--- config.mk ---
export PLATFORM = sky130hd
export DESIGN_NAME = decoder_8b10
export DESIGN_NICKNAME = d
export VERILOG_FILES = /design/src/rtl/decoder_8b10.sv
export SDC_FILE = /design/constraint.sdc
export NUM_CORES = 1
export LEC_CHECK = 0
export BUFFER_PORTS_ARGS = -buffer_cell sky130_fd_sc_hd__buf_2
export CAP_MARGIN = 30
export CORE_ASPECT_RATIO = 0.75
export CORE_MARGIN = 4
export CORE_UTILIZATION = 44
export CTS_BUF_LIST = sky130_fd_sc_hd__clkbuf_8
export DETAILED_ROUTE_END_ITERATION = 12
export PLACE_DENSITY = 0.69
export SLEW_MARGIN = 20
export SYNTH_ARGS = -nofsm -noshare
export SYNTH_HDL_FRONTEND = slang
export SYNTH_SLANG_ARGS = --single-unit
--- constraint.sdc ---
create_clock -name clk -period 5.3 [get_ports clk]
set_clock_uncertainty 0.15 [all_clocks]
set_input_delay 0.265 -clock clk [delete_from_list [all_inputs] [get_ports clk]]
set_output_delay 0.265 -clock clk [all_outputs]
set_load 0.1 [all_outputs]
--- src/rtl/decoder_8b10.sv ---
// 8b/10b receive decoder: converts one 10-bit code group per enabled cycle
// into a byte plus K flag, tracks running disparity, flags code and
// disparity violations and keeps a saturating error counter.
module decoder_8b10 #(
  parameter int   ERR_CNT_W = 8,
  parameter logic INIT_DISP = 1'b0
) (
  input  logic                 clk,
  input  logic                 rst,
  input  logic                 en,
  input  logic [9:0]           din,
  input  logic                 err_clr,
  output logic [7:0]           dout,
  output logic                 kout,
  output logic                 dout_valid,
  output logic                 code_err,
  output logic                 disp_err,
  output logic                 disp,
  output logic [ERR_CNT_W-1:0] err_cnt
);

  // Ones count of the 6b sub-block.
  function automatic logic [2:0] ones6(input logic [5:0] v);
    logic [2:0] n;
    n = 3'd0;
    for (int i = 0; i < 6; i++) n = n + {2'b00, v[i]};
    return n;
  endfunction

  // Ones count of the 4b sub-block.
  function automatic logic [2:0] ones4(input logic [3:0] v);
    logic [2:0] n;
    n = 3'd0;
    for (int i = 0; i < 4; i++) n = n + {2'b00, v[i]};
    return n;
  endfunction

  // 5b/6b reverse table, both RD columns: {valid, k28, EDCBA}.
  function automatic logic [6:0] dec6(input logic [5:0] v);
    case (v)
      6'b100111, 6'b011000: return {2'b10, 5'd0};
      6'b011101, 6'b100010: return {2'b10, 5'd1};
      6'b101101, 6'b010010: return {2'b10, 5'd2};
      6'b110001:            return {2'b10, 5'd3};
      6'b110101, 6'b001010: return {2'b10, 5'd4};
      6'b101001:            return {2'b10, 5'd5};
      6'b011001:            return {2'b10, 5'd6};
      6'b111000, 6'b000111: return {2'b10, 5'd7};
      6'b111001, 6'b000110: return {2'b10, 5'd8};
      6'b100101:            return {2'b10, 5'd9};
      6'b010101:            return {2'b10, 5'd10};
      6'b110100:            return {2'b10, 5'd11};
      6'b001101:            return {2'b10, 5'd12};
      6'b101100:            return {2'b10, 5'd13};
      6'b011100:            return {2'b10, 5'd14};
      6'b010111, 6'b101000: return {2'b10, 5'd15};
      6'b011011, 6'b100100: return {2'b10, 5'd16};
      6'b100011:            return {2'b10, 5'd17};
      6'b010011:            return {2'b10, 5'd18};
      6'b110010:            return {2'b10, 5'd19};
      6'b001011:            return {2'b10, 5'd20};
      6'b101010:            return {2'b10, 5'd21};
      6'b011010:            return {2'b10, 5'd22};
      6'b111010, 6'b000101: return {2'b10, 5'd23};
      6'b110011, 6'b001100: return {2'b10, 5'd24};
      6'b100110:            return {2'b10, 5'd25};
      6'b010110:            return {2'b10, 5'd26};
      6'b110110, 6'b001001: return {2'b10, 5'd27};
      6'b001110:            return {2'b10, 5'd28};
      6'b101110, 6'b010001: return {2'b10, 5'd29};
      6'b011110, 6'b100001: return {2'b10, 5'd30};
      6'b101011, 6'b010100: return {2'b10, 5'd31};
      6'b001111, 6'b110000: return {2'b11, 5'd28};
      default:              return 7'd0;
    endcase
  endfunction

  // 3b/4b reverse table (data forms plus A7); returns HGF.
  function automatic logic [2:0] dec4(input logic [3:0] v);
    case (v)
      4'b1011, 4'b0100:                   return 3'd0;
      4'b1001:                            return 3'd1;
      4'b0101:                            return 3'd2;
      4'b1100, 4'b0011:                   return 3'd3;
      4'b1101, 4'b0010:                   return 3'd4;
      4'b1010:                            return 3'd5;
      4'b0110:                            return 3'd6;
      4'b1110, 4'b0001, 4'b0111, 4'b1000: return 3'd7;
      default:                            return 3'd0;
    endcase
  endfunction

  logic [2:0] n6_s, n4_s, y_s;
  logic [6:0] d6_s;
  logic [4:0] x_s;
  logic [3:0] f_eff_s;
  logic [7:0] dout_s;
  logic       v6_s, v4_s, k28_s, pos6_s, neg6_s, pos4_s, neg4_s;
  logic       rd4_s, rd_next_s, de_s, ce_s, kout_s, kset_ok_s, bad_pair_s;
  logic       x_a7n_s, x_a7p_s, x_k7_s, a7_s, same_sign_s, is_k_s;

  // Decode the code group, classify violations and compute the next RD.
  always_comb begin
    n6_s   = ones6(din[9:4]);
    n4_s   = ones4(din[3:0]);
    d6_s   = dec6(din[9:4]);
    v6_s   = d6_s[6];
    k28_s  = d6_s[5];
    x_s    = d6_s[4:0];
    v4_s   = (n4_s >= 3'd1) && (n4_s <= 3'd3);
    pos6_s = n6_s > 3'd3;
    neg6_s = n6_s < 3'd3;
    pos4_s = n4_s > 3'd2;
    neg4_s = n4_s < 3'd2;

    // RD seen by the 4b sub-block, then RD after the whole group.
    if (pos6_s)      rd4_s = 1'b1;
    else if (neg6_s) rd4_s = 1'b0;
    else             rd4_s = disp;
    if (pos4_s)      rd_next_s = 1'b1;
    else if (neg4_s) rd_next_s = 1'b0;
    else             rd_next_s = rd4_s;

    de_s = (n6_s == 3'd4 && disp) || (n6_s == 3'd2 && !disp) ||
           (din[9:4] == 6'b111000 && disp) || (din[9:4] == 6'b000111 && !disp) ||
           (n4_s == 3'd3 && rd4_s) || (n4_s == 3'd1 && !rd4_s) ||
           (din[3:0] == 4'b1100 && rd4_s) || (din[3:0] == 4'b0011 && !rd4_s);

    // After K.28 RD+ form the 4b K column is the complement of the RD- one,
    // so fold it onto a single table.
    if (din[9:4] == 6'b110000) f_eff_s = ~din[3:0];
    else                       f_eff_s = din[3:0];
    y_s = dec4(f_eff_s);

    case (f_eff_s)
      4'b0100, 4'b1001, 4'b0101, 4'b0011,
      4'b0010, 4'b1010, 4'b0110, 4'b1000: kset_ok_s = 1'b1;
      default:                            kset_ok_s = 1'b0;
    endcase

    x_a7n_s = (x_s == 5'd17) || (x_s == 5'd18) || (x_s == 5'd20);
    x_a7p_s = (x_s == 5'd11) || (x_s == 5'd13) || (x_s == 5'd14);
    x_k7_s  = (x_s == 5'd23) || (x_s == 5'd27) || (x_s == 5'd29) || (x_s == 5'd30);
    a7_s    = (din[3:0] == 4'b0111) || (din[3:0] == 4'b1000);

    // A7 is legal only where the encoder substitutes it or for K.x.7.
    if (k28_s) begin
      bad_pair_s = !kset_ok_s;
      is_k_s     = kset_ok_s;
    end else begin
      bad_pair_s = (din[3:0] == 4'b0111 && !(x_a7n_s || x_k7_s)) ||
                   (din[3:0] == 4'b1000 && !(x_a7p_s || x_k7_s)) ||
                   (din[3:0] == 4'b1110 && x_a7n_s) ||
                   (din[3:0] == 4'b0001 && x_a7p_s);
      is_k_s     = x_k7_s && a7_s;
    end

    // Both sub-blocks unbalanced the same way never occurs in a legal group.
    same_sign_s = (pos6_s && pos4_s) || (neg6_s && neg4_s);
    ce_s        = !v6_s || !v4_s || same_sign_s || bad_pair_s;

    if (v6_s && v4_s) dout_s = {y_s, x_s};
    else              dout_s = 8'h00;
    kout_s = is_k_s && !ce_s;
  end

  // Output and running-disparity registers, updated only on enabled cycles.
  always_ff @(posedge clk) begin
    if (rst) begin
      dout       <= 8'h00;
      kout       <= 1'b0;
      dout_valid <= 1'b0;
      code_err   <= 1'b0;
      disp_err   <= 1'b0;
      disp       <= INIT_DISP;
    end else if (en) begin
      dout       <= dout_s;
      kout       <= kout_s;
      dout_valid <= 1'b1;
      code_err   <= ce_s;
      disp_err   <= de_s;
      disp       <= rd_next_s;
    end else begin
      dout_valid <= 1'b0;
    end
  end

  // Saturating error counter; clear wins over a simultaneous increment.
  always_ff @(posedge clk) begin
    if (rst) begin
      err_cnt <= '0;
    end else if (err_clr) begin
      err_cnt <= '0;
    end else if (en && (ce_s || de_s) && (err_cnt != {ERR_CNT_W{1'b1}})) begin
      err_cnt <= err_cnt + ERR_CNT_W'(1);
    end else begin
      err_cnt <= err_cnt;
    end
  end

endmodule

==> flow_metrics.tcl, run 1 <==
set metrics [dict create \
    crit_arrival_ns 4.51 \
    cts_tree "built" \
    ant_nets 0 \
    cap_violations 0 \
    crit_start "din[7]" \
    die-area_um2 7410 \
    layout_commonest_cell "buf_2" \
    synth_largest_area_cell "dfxtp_1" \
    fmax_mhz 224 \
    fp.coreArea_um2 5860 \
    post_cts_buffers 0 \
    cts_buffer_depth 2 \
    layout_common_cells "34 x buf_2, 26 x a21oi_1, 25 x nor2_1, 21 x nand2_1, 21 x dfxtp_1" \
    power.density_nw_per_um2 198 \
    crit_buf_inv 4 \
    setup_tns_ns 0 \
    hold_violations 0 \
    ios 35 \
    rsz0062_at_grt "no" \
    h-tree-depth 1 \
    postCtsHoldBufs 0 \
    clkSlewWorstSetupHoldPaths_ns 0.08 \
    cp-end-kind "flop" \
    grt_pass1_wl_mm 11.6 \
    diodes 0 \
    synth_top_area_share 0.157 \
    yosysWarningCount 0 \
    via_count 2760 \
    syn2layout_area_growth_pct 6.82 \
    drive_gt1_frac 0.146 \
    cts_root_buffer "clkbuf_8" \
    drtIter0Drc 247 \
    async_flop_share 0 \
    crit_chain "buf_2 -> fa_1 -> inv_1 -> fa_1 -> inv_1 -> ha_1 -> inv_1 -> fa_1 -> nor2b_1 -> a21boi_0 -> a311o_1 -> a221o_1 -> nor4_2 -> a21oi_2 -> a311o_1 -> nor2_1" \
    dpl.hpwl_mm 5.16 \
    syn_area_per_cell_um2 7.54 \
    period_needed_ns 4.46 \
    die_w_um 98.1 \
    grt_max_degree 42 \
    required_ns 5.35 \
    ys_seq_area_frac 0.157 \
    clock_sinks 21 \
    grt_pass1_vias 2331 \
    worst_pin_slew_ns 0.615 \
    finalCritPeriodShare 0.841 \
    clk_latency_ns 0.26 \
    synth_enable_flop_cells 0 \
    io_buffer_count 34 \
    n_fill_cell 562 \
    setup_viol 0 \
    synth_cells 355 \
    ys_seq_elements 21 \
    dr.pass1.iters 5 \
    outcome "finished, final reports clean" \
    via_per_inst 6.16 \
    grt_use_total 0.185 \
    critPathMaxFanout 35 \
    drt_wl_total_mm 6.97 \
    maxSlewHeadroom 0.590 \
    critPathLaunchType "input port" \
    critical_path_class "input port to flop" \
    critPathMaxStageDelay_ns 0.51 \
    post_dp_cell_area_um2 2810 \
    hp-start "err_clr" \
    yosys-top-cells-area "dfxtp_1 16%, ha_1 8.4%, a21oi_1 4.9%, o21ai_0 3.6%, nor2_1 3.5%" \
    finalMaxSlewViolations 0 \
    cp_slowest_cell "fa_1" \
    cts_resized 0 \
    ys_types 71 \
    die_h_um 75.6 \
    drc_errors 0 \
    stdcell_area_um2 2860 \
    synth.cell_area_um2 2680 \
    synth_ff_type "dfxtp_1" \
    grt-ovfl-total 0 \
    start_util 0.457 \
    antenna_found_initial 0 \
    syn-num-nets 391 \
    p_leak_nw 1.13 \
    fin_nets 407 \
    avgRoutedWirePerCell_um 15.6 \
    r2r-start "disp" \
    holdCritPathClass "input port to flop" \
    cts_made_buffers 3 \
    row_count 24 \
    total_power_mw 0.566 \
    irDropWorstVdd_v 0.000116 \
    critPathTopFamily "adder cells" \
    gp_congestion 0.929 \
]
[layer usage]
metal	vias to the layer above	share of wire	routed length, um	track usage
met5	-	0	0	0
met4	0	0.0016	11	0.0108
met3	4	0.070	487	0.0220
met2	113	0.44	3080	0.290
met1	1285	0.49	3390	0.286
li1	1358	-	-	-
[registers in the layout, indices dropped and copies added (netlist names)]
| register | count |
|---|---|
| dout_valid | 1 |
| dout | 8 |
| err_cnt | 8 |
| kout | 1 |
| disp | 1 |
| disp_err | 1 |
| code_err | 1 |
[final timing paths]
kind	cells past startpoint	end	slack, ns
worst max-delay path	16	err_cnt[6]	0.84
worst min-delay path	3	err_cnt[6]	0.19
worst max register to register	7	err_cnt[6]	2.75
worst min register to register	2	dout[1]	0.33
[kinds of logic after synthesis]
logic type / count (synthesis) / synth area share
buffers and inverters: 41 / 0.0743
adder cells (fa/ha/maj): 24 / 0.122
flip-flops: 21 / 0.157
multiplexers: 5 / 0.0187
AO/OA/AOI/OAI: 120 / 0.328
AND/OR/NAND/NOR: 142 / 0.293
XOR/XNOR: 2 / 0.00654
[where the power goes]
group	switching (mW)	total, mW	internal [mW]
Sequential	0.00544	0.171	0.166
Combinational	0.199	0.290	0.0915
Clock	0.0529	0.105	0.0524
[worst register-to-register path: stages (launching register included)]
cell and delay [ns]:
dfxtp_1 0.43, a21boi_0 0.18, a311o_1 0.34, a221o_1 0.41, nor4_2 0.38, a21oi_2 0.18
a311o_1 0.34, nor2_1 0.08
[stage by stage]
step	std cells	hold WS, ns	setup slack, ns	util
final	448	0.194	0.840	0.488
after global routing	448	0.203	0.562	0.488
after CTS	448	0.192	0.870	0.488
after detailed placement	444	0.311	0.606	0.481
after global placement	444	0.310	0.730	0.481
after floorplan	355	0.277	1.21	-
[final cells by class]
cell class	count	area, um2	share of cell area
clock inverters	1	5.00	0.00175
clock buffers	3	41.3	0.0144
inverters	18	67.6	0.0236
well taps	78	97.6	0.0341
repair buffers	34	170	0.0595
flip-flops and latches	21	420	0.147
multi-input cells	293	2060	0.720
[Yosys cell counts (3+ instances only)]
| cell type | n |
|---|---|
| nand3b_1 | 6 |
| buf_2 | 6 |
| clkbuf_1 | 11 |
| o31ai_1 | 6 |
| nor3b_1 | 5 |
| nor2b_1 | 13 |
| inv_1 | 18 |
| o21a_1 | 4 |
| dfxtp_1 | 21 |
| and2_1 | 3 |
| a21oi_1 | 26 |
| mux2i_1 | 5 |
| a221o_1 | 3 |
| buf_4 | 3 |
| a311o_1 | 3 |
| fa_1 | 4 |
| nor3_1 | 12 |
| nor2_1 | 25 |
| a21boi_0 | 5 |
| or3_1 | 8 |
| o21ai_1 | 4 |
| and3_1 | 6 |
| a21boi_1 | 3 |
| nand2b_1 | 12 |
| nand2_1 | 21 |
| a31oi_1 | 4 |
| a211oi_1 | 5 |
| nand3_1 | 17 |
| nand4_1 | 3 |
| o21ai_0 | 19 |
| o221ai_1 | 3 |
| ha_1 | 18 |
| o211ai_1 | 4 |
Power figures use the tool's default switching activity.
==> run 2: changes to the inputs <==
clock period = 4.34 ns   (was 5.3 ns; I/O delays follow)
==> run 2 against run 1 <==
  * First-iteration DRC count shrank 8.9%
  * Register-to-register slack lost 0.93 ns
  * Utilization grew 1.0 points
  * Highest routed layer unchanged
  * Cell area grew 2.1%
  * Global-route usage grew 0.16 points
  * Die area is the same
  * Power grew 23%
  * Non-clock buffer count grew 8
  * Sequential power grew 22%
  * Hold slack lost 0.048 ns
  * Critical path depth is the same
==> flow_metrics.tcl, run 2 (synthesis results as in run 1) <==
set metrics [dict create \
    reg.largest.list "dout x8, err_cnt x8" \
    diodes 0 \
    fin_nets 415 \
    drtIter0Drc 225 \
    drive_gt1_frac 0.161 \
    dpl.hpwl_mm 5.16 \
    postCtsHoldBufs 0 \
    grt-ovfl-total 0 \
    hold_violations 0 \
    irDropWorstVdd_v 0.000133 \
    die_h_um 75.6 \
    crit_arrival_ns 4.09 \
    finalCritPeriodShare 0.930 \
    grt_use_total 0.187 \
    setup_tns_ns 0 \
    post_cts_buffers 0 \
    h-tree-depth 1 \
    cts_root_buffer "clkbuf_8" \
    syn2layout_area_growth_pct 9.02 \
    period_needed_ns 4.04 \
    fp.coreArea_um2 5860 \
    via_per_inst 6.10 \
    antenna_found_initial 0 \
    power.density_nw_per_um2 239 \
    total_power_mw 0.698 \
    clkSlewWorstSetupHoldPaths_ns 0.08 \
    cp-end-kind "flop" \
    maxSlewHeadroom 0.616 \
    dp_slack_ns 0.0185 \
    crit_buf_inv 4 \
    grt_pass1_vias 2413 \
    setup_viol 0 \
    holdCritPathClass "input port to flop" \
    row_count 24 \
    clk_latency_ns 0.26 \
    die-area_um2 7410 \
    layout_setup_ws_ns 0.302 \
    critical_path_class "input port to flop" \
    rsz0062_at_grt "no" \
    finalMaxSlewViolations 0 \
    clock_sinks 21 \
    outcome "finished, final reports clean" \
    fmax_mhz 248 \
    r2r_setup_slack_ns 1.82 \
    n_fill_cell 584 \
    cts_buffer_depth 2 \
    cap_violations 0 \
    via_count 2782 \
    dr.pass1.iters 5 \
    grt_max_degree 35 \
    p_leak_nw 1.17 \
    crit_chain "buf_2 -> fa_1 -> inv_1 -> fa_1 -> inv_1 -> ha_1 -> inv_1 -> fa_1 -> nor2b_1 -> a21boi_0 -> a311o_1 -> a221o_1 -> nor4_2 -> a21oi_2 -> a311o_1 -> nor2_1" \
    die_w_um 98.1 \
    fin_hold_ws_ns 0.146 \
    critPathTopFamily "adder cells" \
    layout_commonest_cell "buf_2" \
    io_buffer_count 34 \
    grt_pass1_wl_mm 11.6 \
    start_util 0.457 \
    critPathLaunchType "input port" \
    cts_tree "built" \
    ant_nets 0 \
    cp_slowest_cell "fa_1" \
    drt_wl_total_mm 6.92 \
    layout_common_cells "34 x buf_2, 26 x a21oi_1, 25 x nor2_1, 21 x nand2_1, 21 x dfxtp_1" \
    gp_congestion 0.916 \
    worst_pin_slew_ns 0.570 \
    critPathMaxFanout 8 \
    cts_resized 0 \
    critPathMaxStageDelay_ns 0.53 \
    required_ns 4.39 \
    drc_errors 0 \
    ios 35 \
    avgRoutedWirePerCell_um 15.2 \
    cts_made_buffers 3 \
]
run 2: changes by cell type in the layout (fill, tap and decap cells not counted):
cell	change
inv_1	+1
buf_4	+8
clkinv_2	-1
run 2: layout make-up:
type | count | area [um2] | area share
inverters | 18 | 67.6 | 0.0231
well taps | 78 | 97.6 | 0.0334
clock buffers | 3 | 41.3 | 0.0141
flip-flops and latches | 21 | 420 | 0.144
repair buffers | 42 | 230 | 0.0789
multi-input cells | 293 | 2060 | 0.705
clock inverters | 1 | 3.75 | 0.00129
run 2: final timing paths:
path | to | startpoint | cells past startpoint
min reg2reg | dout[5] | dout[5] | 2
max | err_cnt[6] | din[4] | 16
max reg2reg | err_cnt[6] | disp | 7
min | err_cnt[6] | err_clr | 3
run 2: per-layer routing:
layer	global-route usage	vias up	routed length, um
li1	-	1374	-
met1	0.286	1321	3550
met2	0.287	85	2960
met3	0.0284	2	390
met4	0.0184	0	21
met5	0	-	0
run 2: metrics by stage:
step	instance area [um2]	utilization	cells
6_report	2920	0.499	456
3_3_place_gp	2870	0.491	452
4_1_cts	2920	0.499	456
3_5_place_dp	2870	0.491	452
2_1_floorplan	2680	-	355
5_1_grt	2920	0.499	456
run 2: report_power, final:
group          leakage [nW]  internal [mW]  switching [mW]
Combinational         0.973          0.121           0.241
Sequential            0.171          0.202         0.00662
Clock                0.0269         0.0630          0.0638
run 2: tightest hold or removal path, delay by kind of cell:
kind            cells  cell delay (ns)
simple gates        1             0.04
buf+inv             1             0.14
compound gates      1             0.12
==> run 3: changes to the inputs <==
BUFFER_PORTS_ARGS = not set   (was -buffer_cell sky130_fd_sc_hd__buf_2)
CAP_MARGIN = 0   (was 30)
DONT_BUFFER_PORTS = 1   (was not set)
PLACE_DENSITY = 0.64   (was 0.69)
==> run 3 against run 2 <==
  * Global-route usage increased by 0.19 points
  * Sequential cell count unchanged
  * Sequential share of layout area increased by 0.73 points
  * Clock power about the same
  * Fmax rose by 1.8%
  * Highest routed layer unchanged
==> flow_metrics.tcl, run 3 (synthesis results as in run 1) <==
set metrics [dict create \
    gp_congestion 0.880 \
    post_cts_buffers 0 \
    cts_tree "built" \
    clk_latency_ns 0.27 \
    antenna_found_initial 0 \
    critPathMaxFanout 9 \
    fmax_mhz 252 \
    maxSlewHeadroom 0.271 \
    use_met2 0.303 \
    clkSlewWorstSetupHoldPaths_ns 0.08 \
    grt_pass1_wl_mm 11.7 \
    finalCritPeriodShare 0.914 \
    setup_tns_ns 0 \
    irDropWorstVdd_v 0.000140 \
    cts_root_buffer "clkbuf_8" \
    period_needed_ns 3.97 \
    drc_errors 0 \
    drt_wl_total_mm 7.10 \
    io_buffer_count 0 \
    gr-max-usage-layer "met2" \
    avgRoutedWirePerCell_um 16.7 \
    layout_common_cells "26 x a21oi_1, 25 x nor2_1, 21 x nand2_1, 21 x dfxtp_1, 19 x o21ai_0" \
    grt_pass1_vias 2408 \
    dpl.hpwl_mm 5.27 \
    rsz0062_at_grt "no" \
    required_ns 4.40 \
    stdcell_area_um2 2780 \
    grt-ovfl-total 0 \
    worst_pin_slew_ns 1.09 \
    cap_violations 0 \
    grt_use_total 0.189 \
    via_per_inst 6.20 \
    cts_made_buffers 3 \
    critical_path_class "input port to flop" \
    dr.pass1.iters 4 \
    holdCritPathClass "input port to flop" \
    grt_util_met3 0.0448 \
    cp-end-kind "flop" \
    finalMaxSlewViolations 0 \
    p_leak_nw 1.02 \
    outcome "finished, final reports clean" \
    dp_slack_ns 0.107 \
    start_util 0.457 \
    ant_nets 0 \
    syn2layout_area_growth_pct 3.74 \
    post_dp_cell_area_um2 2680 \
    critPathLaunchType "input port" \
    fin_nets 383 \
    drtIter0Drc 222 \
    layout_commonest_cell "a21oi_1" \
    drive_gt1_frac 0.0723 \
    power.density_nw_per_um2 237 \
    reg.largest.list "dout x8, err_cnt x8" \
    clock_sinks 21 \
    diodes 0 \
    hold_violations 0 \
    fp.coreArea_um2 5860 \
    die_w_um 98.1 \
    h-tree-depth 1 \
    crit_arrival_ns 4.02 \
    total_power_mw 0.660 \
    setup_viol 0 \
    finalCoreUtilization 0.474 \
    ios 35 \
    met1_usage 0.264 \
    n_fill_cell 576 \
    die-area_um2 7410 \
    row_count 24 \
    via_count 2627 \
    layout_setup_ws_ns 0.374 \
    r2r_setup_slack_ns 1.57 \
    cts_buffer_depth 2 \
    grt_max_degree 42 \
    die_h_um 75.6 \
]
[run 3: layout make-up]
type,count,area [um2],area share
inverter,18,67.6,0.0243
clock buffer,3,41.3,0.0149
clock inverter,1,5.00,0.00180
sequential,21,420,0.151
multi-input combinational,293,2060,0.741
timing repair buffer,10,87.6,0.0315
tap,78,97.6,0.0351
[run 3: report_power, final]
group	internal, mW	switching (mW)	leakage [nW]
clock network	0.0640	0.0655	0.0255
logic	0.108	0.159	0.821
registers	0.202	0.0611	0.171
total	0.374	0.285	1.02
[run 3: repair_timing]
item,CTS,global route
resized for setup,0,0
endpoints found under the hold margin,16,0
hold buffers,5,0
[run 3: path summary, 6_finish.rpt]
path | start | to | cells after the start
max reg2reg | disp | err_cnt[6] | 8
min | din[3] | dout[5] | 3
min reg2reg | err_cnt[1] | err_cnt[1] | 3
max | din[4] | err_cnt[6] | 15
[run 3: per-stage QoR]
stage / hold slack (ns) / cells
finish: 0.0340 / 424
global route: 0.0620 / 424
CTS: 0.0337 / 424
detailed placement: 0.140 / 415
global placement: 0.139 / 415
floorplan: 0.229 / 355
[run 3: per-layer routing]
metal	up-vias	wire length, um
met5	-	0
met4	0	48
met3	6	428
met2	67	3190
met1	1235	3440
li1	1319	-
[run 3: critical path, stage by stage]
cell and delay [ns]:
fa_1 0.52, inv_1 0.05, fa_1 0.47, inv_1 0.04, ha_1 0.16, inv_1 0.06, fa_1 0.45, nor2b_1 0.17
a21boi_0 0.16, a311o_1 0.37, a221o_1 0.40, nor4_2 0.36, a21oi_2 0.18, a311o_1 0.33, nor2_1 0.08
